## config.mk

```make
export PLATFORM = sky130hd
export DESIGN_NAME = ps2_key_decoder
export DESIGN_NICKNAME = d
export VERILOG_FILES = /design/src/rtl/ps2_key_decoder.sv
export SDC_FILE = /design/constraint.sdc
export NUM_CORES = 1
export LEC_CHECK = 0
export BUFFER_PORTS_ARGS = -buffer_cell sky130_fd_sc_hd__buf_4
export CORE_MARGIN = 2
export CORE_UTILIZATION = 30
export DETAILED_ROUTE_END_ITERATION = 8
export GPL_TIMING_DRIVEN = 0
export PLACE_DENSITY_LB_ADDON = 0.3
export SLEW_MARGIN = 20
export SYNTH_ARGS = -nofsm -noshare
export SYNTH_HDL_FRONTEND = slang
export SYNTH_SLANG_ARGS = --single-unit
```

## constraint.sdc

```tcl
create_clock -name clk -period 2.1 [get_ports clk]
set_input_delay 0 -clock clk [delete_from_list [all_inputs] [get_ports clk]]
set_output_delay 0 -clock clk [all_outputs]
set_load 0.05 [all_outputs]
```

## src/rtl/ps2_key_decoder.sv

```systemverilog
// PS/2 set-2 receiver with filtered clock, framing checks and timeout.
// Maps four configured scancodes onto level "key held" outputs.
module ps2_key_decoder #(
  parameter int         FILT_LEN    = 8,
  parameter int         TIMEOUT_CYC = 200000,
  parameter logic [7:0] CODE0       = 8'h1C,
  parameter logic [7:0] CODE1       = 8'h23,
  parameter logic [7:0] CODE2       = 8'h69,
  parameter logic [7:0] CODE3       = 8'h7A
) (
  input  logic       clk,
  input  logic       rst,
  input  logic       ps2_clk,
  input  logic       ps2_data,
  output logic [3:0] key_held,
  output logic [7:0] rx_byte,
  output logic       rx_valid,
  output logic       rx_err
);

  localparam int FW = $clog2(FILT_LEN + 1);
  localparam int TW = $clog2(TIMEOUT_CYC + 1);
  localparam logic [FW-1:0] FILT_LAST = FW'(FILT_LEN - 1);
  localparam logic [TW-1:0] TO_LAST = TW'(TIMEOUT_CYC - 1);

  typedef enum logic [1:0] {
    C_NONE    = 2'b00,
    C_BRK     = 2'b01,
    C_EXT     = 2'b10,
    C_EXT_BRK = 2'b11
  } code_st_e;

  logic [1:0]    ck_sync_q;
  logic [1:0]    dt_sync_q;
  logic          ck_s;
  logic          dt_s;
  logic          filt_q;
  logic [FW-1:0] fcnt_q;
  logic          fall;
  logic [3:0]    bit_q;
  logic [10:0]   sh_q;
  logic [10:0]   sh_d;
  logic          frame_ok;
  logic [TW-1:0] idle_q;
  logic [7:0]    rx_byte_q;
  logic          rx_valid_q;
  logic          rx_err_q;
  code_st_e      st_q;
  logic [3:0]    key_q;
  logic [3:0]    hit;
  logic          brk;

  assign ck_s = ck_sync_q[1];
  assign dt_s = dt_sync_q[1];

  always_ff @(posedge clk or posedge rst) begin
    if (rst) begin
      ck_sync_q <= 2'b11;
      dt_sync_q <= 2'b11;
    end else begin
      ck_sync_q <= {ck_sync_q[0], ps2_clk};
      dt_sync_q <= {dt_sync_q[0], ps2_data};
    end
  end

  always_ff @(posedge clk or posedge rst) begin
    if (rst) begin
      filt_q <= 1'b1;
      fcnt_q <= '0;
    end else if (ck_s != filt_q) begin
      if (fcnt_q == FILT_LAST) begin
        filt_q <= ck_s;
        fcnt_q <= '0;
      end else begin
        fcnt_q <= fcnt_q + 1'b1;
      end
    end else begin
      fcnt_q <= '0;
    end
  end

  // Strobe on the cycle the filtered clock is about to drop.
  assign fall = filt_q & ~ck_s & (fcnt_q == FILT_LAST);

  assign sh_d     = {dt_s, sh_q[10:1]};
  assign frame_ok = ~sh_d[0] & sh_d[10] & (^sh_d[9:1]);

  always_ff @(posedge clk or posedge rst) begin
    if (rst) begin
      bit_q      <= '0;
      sh_q       <= '0;
      idle_q     <= '0;
      rx_byte_q  <= '0;
      rx_valid_q <= 1'b0;
      rx_err_q   <= 1'b0;
    end else begin
      rx_valid_q <= 1'b0;
      rx_err_q   <= 1'b0;
      if (fall) begin
        idle_q <= '0;
        if (bit_q == 4'd0) begin
          if (!dt_s) begin
            bit_q <= 4'd1;
            sh_q  <= sh_d;
          end
        end else begin
          sh_q <= sh_d;
          if (bit_q == 4'd10) begin
            bit_q <= '0;
            if (frame_ok) begin
              rx_byte_q  <= sh_d[8:1];
              rx_valid_q <= 1'b1;
            end else begin
              rx_err_q <= 1'b1;
            end
          end else begin
            bit_q <= bit_q + 4'd1;
          end
        end
      end else if (bit_q != 4'd0) begin
        if (idle_q == TO_LAST) begin
          rx_err_q <= 1'b1;
          bit_q    <= '0;
          idle_q   <= '0;
        end else begin
          idle_q <= idle_q + 1'b1;
        end
      end else begin
        idle_q <= '0;
      end
    end
  end

  assign hit = {rx_byte_q == CODE3, rx_byte_q == CODE2,
                rx_byte_q == CODE1, rx_byte_q == CODE0};
  assign brk = (st_q == C_BRK);

  always_ff @(posedge clk or posedge rst) begin
    if (rst) begin
      st_q  <= C_NONE;
      key_q <= '0;
    end else if (rx_err_q) begin
      st_q <= C_NONE;
    end else if (rx_valid_q) begin
      unique case (1'b1)
        (rx_byte_q == 8'hE0): begin
          st_q <= (st_q == C_BRK || st_q == C_EXT_BRK) ? C_EXT_BRK : C_EXT;
        end
        (rx_byte_q == 8'hF0): begin
          st_q <= (st_q == C_EXT || st_q == C_EXT_BRK) ? C_EXT_BRK : C_BRK;
        end
        default: begin
          st_q <= C_NONE;
          // Extended prefixes never map onto a game key.
          if (st_q == C_NONE || st_q == C_BRK) begin
            key_q <= brk ? (key_q & ~hit) : (key_q | hit);
          end
        end
      endcase
    end
  end

  assign key_held = key_q;
  assign rx_byte  = rx_byte_q;
  assign rx_valid = rx_valid_q;
  assign rx_err   = rx_err_q;

endmodule

```

==> flow_summary.json <==
{
  "drive_gt1_frac": 0.261,
  "io_pins": 18,
  "final_nets": 288,
  "gr-total-overflow": 0,
  "fin_crit_sh": 1.01,
  "worstRegToRegCells": 6,
  "fmax_mhz": 472,
  "crit_slowest_cell": "dfstp_2",
  "synthTopCellsByArea": "dfrtp_1, mux2_2, dfstp_2",
  "grt_max_degree": 50,
  "synth_edf_count": 0,
  "reg2reg_from": "filt_q$_DFFE_PP1P_",
  "finalSetupViolations": 7,
  "path_max_fanout": 8,
  "hold_viol": 0,
  "yosysMostFrequentCell": "dfrtp_1",
  "synth_common_cells": "dfrtp_1, nor2_1, mux2_2",
  "drc": 0,
  "preCtsSetupSlack_ns": -0.371,
  "cp.required_ns": 2.32,
  "syn_area_um2": 2740,
  "first_pass_iters": 4,
  "netlist.top_cell.by_area": "dfrtp_1",
  "die_width_um": 99.6,
  "fin_crit_ns": 2.12,
  "leakage_nw": 1.51,
  "grt_pass1_vias": 1987,
  "areaGrowthSynthToFinish_pct": 22.4,
  "ys_warn_count": 0,
  "htreeDepth": 3,
  "tightest_slew_ns": 0.509,
  "hold_class": "in -> async",
  "synthCells": 243,
  "gp_congestion": 0.759,
  "setup.worst_path.class": "reg -> reg",
  "violations": "negative setup slack",
  "place_hpwl_um": 3700,
  "placed_cells": 369,
  "synth_top_area_frac": 0.475,
  "synth-async-reset-ratio": 1.00,
  "crit_path_cell_trace": "ha_4 -> nand4b_1 -> or4_4 -> mux2i_4 -> buf_12 -> mux2_2",
  "die_h_um": 99.6,
  "die_area_um2": 9920,
  "dominantRegCellSynth": "dfrtp_1",
  "drt_wl_total_um": 5430,
  "syn_area_per_cell_um2": 11.3,
  "cts_root_buffer": "clkbuf_8",
  "endpoint_kind": "flip-flop",
  "arrival_ns": 2.33,
  "pwr_density_cell_nw_per_um2": 830,
  "r2r-end": "rx_byte[7]$_DFFE_PP0P_",
  "grt_setup_unrepaired": "true",
  "status": "finished with violations",
  "stdcell_area_um2": 3360,
  "cts_tree": "built",
  "cpLargestDelayFamily": "simple AND/OR/NAND/NOR gates",
  "antenna_found_initial": 0,
  "numPortBuffers": 17,
  "p_total_mw": 2.78,
  "ys_seq_area_frac": 0.523,
  "vias_per_cell": 5.17,
  "core_um2": 8810,
  "cp-start-kind": "flip-flop",
  "fin_cells": 391,
  "insertion_delay_ns": 0.34,
  "ant_nets": 0,
  "finalMaxSlewViolations": 0,
  "slowest_delay_ns": 0.55,
  "wl_per_cell_um": 13.9,
  "relSlewSlack": 0.656,
  "placed_area_um2": 3030,
  "r2r_slack_ns": -0.02,
  "hold_ws_ns": 0.118,
  "grt_usage": 0.119,
  "cap_violations": 0,
  "clockBufferDepth": 2,
  "grt_pass1_wl_um": 9430,
  "drt_iter0_drc": 120,
  "initial_core_util": 0.311,
  "fin_skew_ns": 0.0119,
  "ys_types": 45,
  "clock-sinks": 57,
  "path_clk_slew_ns": 0.07,
  "diodes": 0,
  "cp_num_buf_inv": 1,
  "yosys_register_bits": 57,
  "n_fill_cell": 869,
  "rows": 34,
  "cts_made_buffers": 9,
  "synth_nets": 253,
  "peakVddDrop_mv": 0.442,
  "num_vias": 2022,
  "timing.final.ws_setup_ns": -0.0176
}
worst max path at each step:
stage | slack, ns | depth (start not counted) | start | end
floorplan | -0.009 | 5 | filt_q$_DFFE_PP1P_ | rx_byte[0]$_DFFE_PP0P_
global placement | -0.37 | 7 | bit_q[0]$_DFFE_PP0P_ | idle_q[10]$_DFF_PP0_
detailed placement | -0.37 | 7 | bit_q[0]$_DFFE_PP0P_ | idle_q[8]$_DFF_PP0_
CTS | -0.02 | 6 | filt_q$_DFFE_PP1P_ | rx_byte[7]$_DFFE_PP0P_
global route | -0.11 | 6 | filt_q$_DFFE_PP1P_ | rx_byte[7]$_DFFE_PP0P_
finish | -0.02 | 6 | filt_q$_DFFE_PP1P_ | rx_byte[7]$_DFFE_PP0P_
tightest hold or removal path, cell delays in order:
cell and delay [ns]:
dlygate4sd3_1 0.53, buf_4 0.14, inv_4 0.12
registers in the layout, summed over array words and instances (netlist names), named ones only:
register	cells
rx_err	1
st_q	2
rx_valid	1
filt_q	1
bit_q	4
rx_byte	8
ck_sync_q	2
dt_sync_q	2
idle_q	18
fcnt_q	4
sh_q	10
where the power goes:
part	leakage [nW]	internal, mW	total [mW]	switching [mW]
Sequential	0.764	1.19	1.26	0.0716
Combinational	0.639	0.174	0.427	0.253
Clock	0.106	0.661	1.09	0.432
Total	1.51	2.03	2.78	0.756
timing repair:
| action | CTS | global route |
|---|---|---|
| buffers inserted | 4 | 0 |
| hold buffers | 3 | 0 |
| endpoints found under the hold margin | 54 | 0 |
| gates resized for setup | 6 | 3 |
| endpoints found under the setup margin | 35 | 26 |
layout make-up:
| type | count | area, um^2 | share of cell area |
|---|---|---|---|
| Inverter | 9 | 36.3 | 0.0108 |
| Sequential cell | 57 | 1430 | 0.427 |
| Clock inverter | 6 | 82.6 | 0.0246 |
| Tap cell | 108 | 135 | 0.0403 |
| Multi-Input combinational cell | 172 | 1300 | 0.386 |
| Clock buffer | 10 | 128 | 0.0380 |
| Timing Repair Buffer | 25 | 228 | 0.0679 |
| Buffer | 4 | 17.5 | 0.00522 |
logic make-up after synthesis:
logic type | after synthesis | share of synthesized area
compound gates | 29 | 0.0657
xor+xnor | 16 | 0.0612
fa+ha+maj | 6 | 0.0274
buf+inv | 14 | 0.0196
flops | 57 | 0.523
mux | 23 | 0.0977
simple gates | 98 | 0.206
layout by cell type, fill, tap and decap left out, drive strengths merged, types with 3 or more instances in the layout:
| cell type | count |
|---|---|
| dfrtp | 52 |
| buf | 23 |
| nor2 | 21 |
| mux2 | 20 |
| nand2 | 13 |
| clkbuf | 13 |
| a21oi | 11 |
| nand4 | 10 |
| xor2 | 10 |
| nor3 | 9 |
| inv | 9 |
| nand3 | 8 |
| o31ai | 7 |
| o21ai | 6 |
| ha | 6 |
| nor2b | 5 |
| dfstp | 5 |
| or4 | 5 |
| nand3b | 4 |
| xnor2 | 4 |
| nor4b | 3 |
| clkinv | 3 |
| dlygate4sd3 | 3 |
| nor4bb | 3 |
| mux2i | 3 |
metal layers:
layer  global-route usage  part of all wire  up-vias
met2                0.187              0.46       47
met3               0.0372             0.045       19
met5                    0                 0        -
met1                0.150              0.47     1001
met4               0.0527             0.022        0
li1                     -                 -      955
stage by stage:
stage               setup TNS, ns  utilization
detailed placement          -8.40        0.345
global placement           -15.05        0.341
global route               -0.702        0.381
finish                    -0.0724        0.381
CTS                       -0.0768        0.379
floorplan                 -0.0750            -
Note: power is estimated with default switching activity, not from simulation.
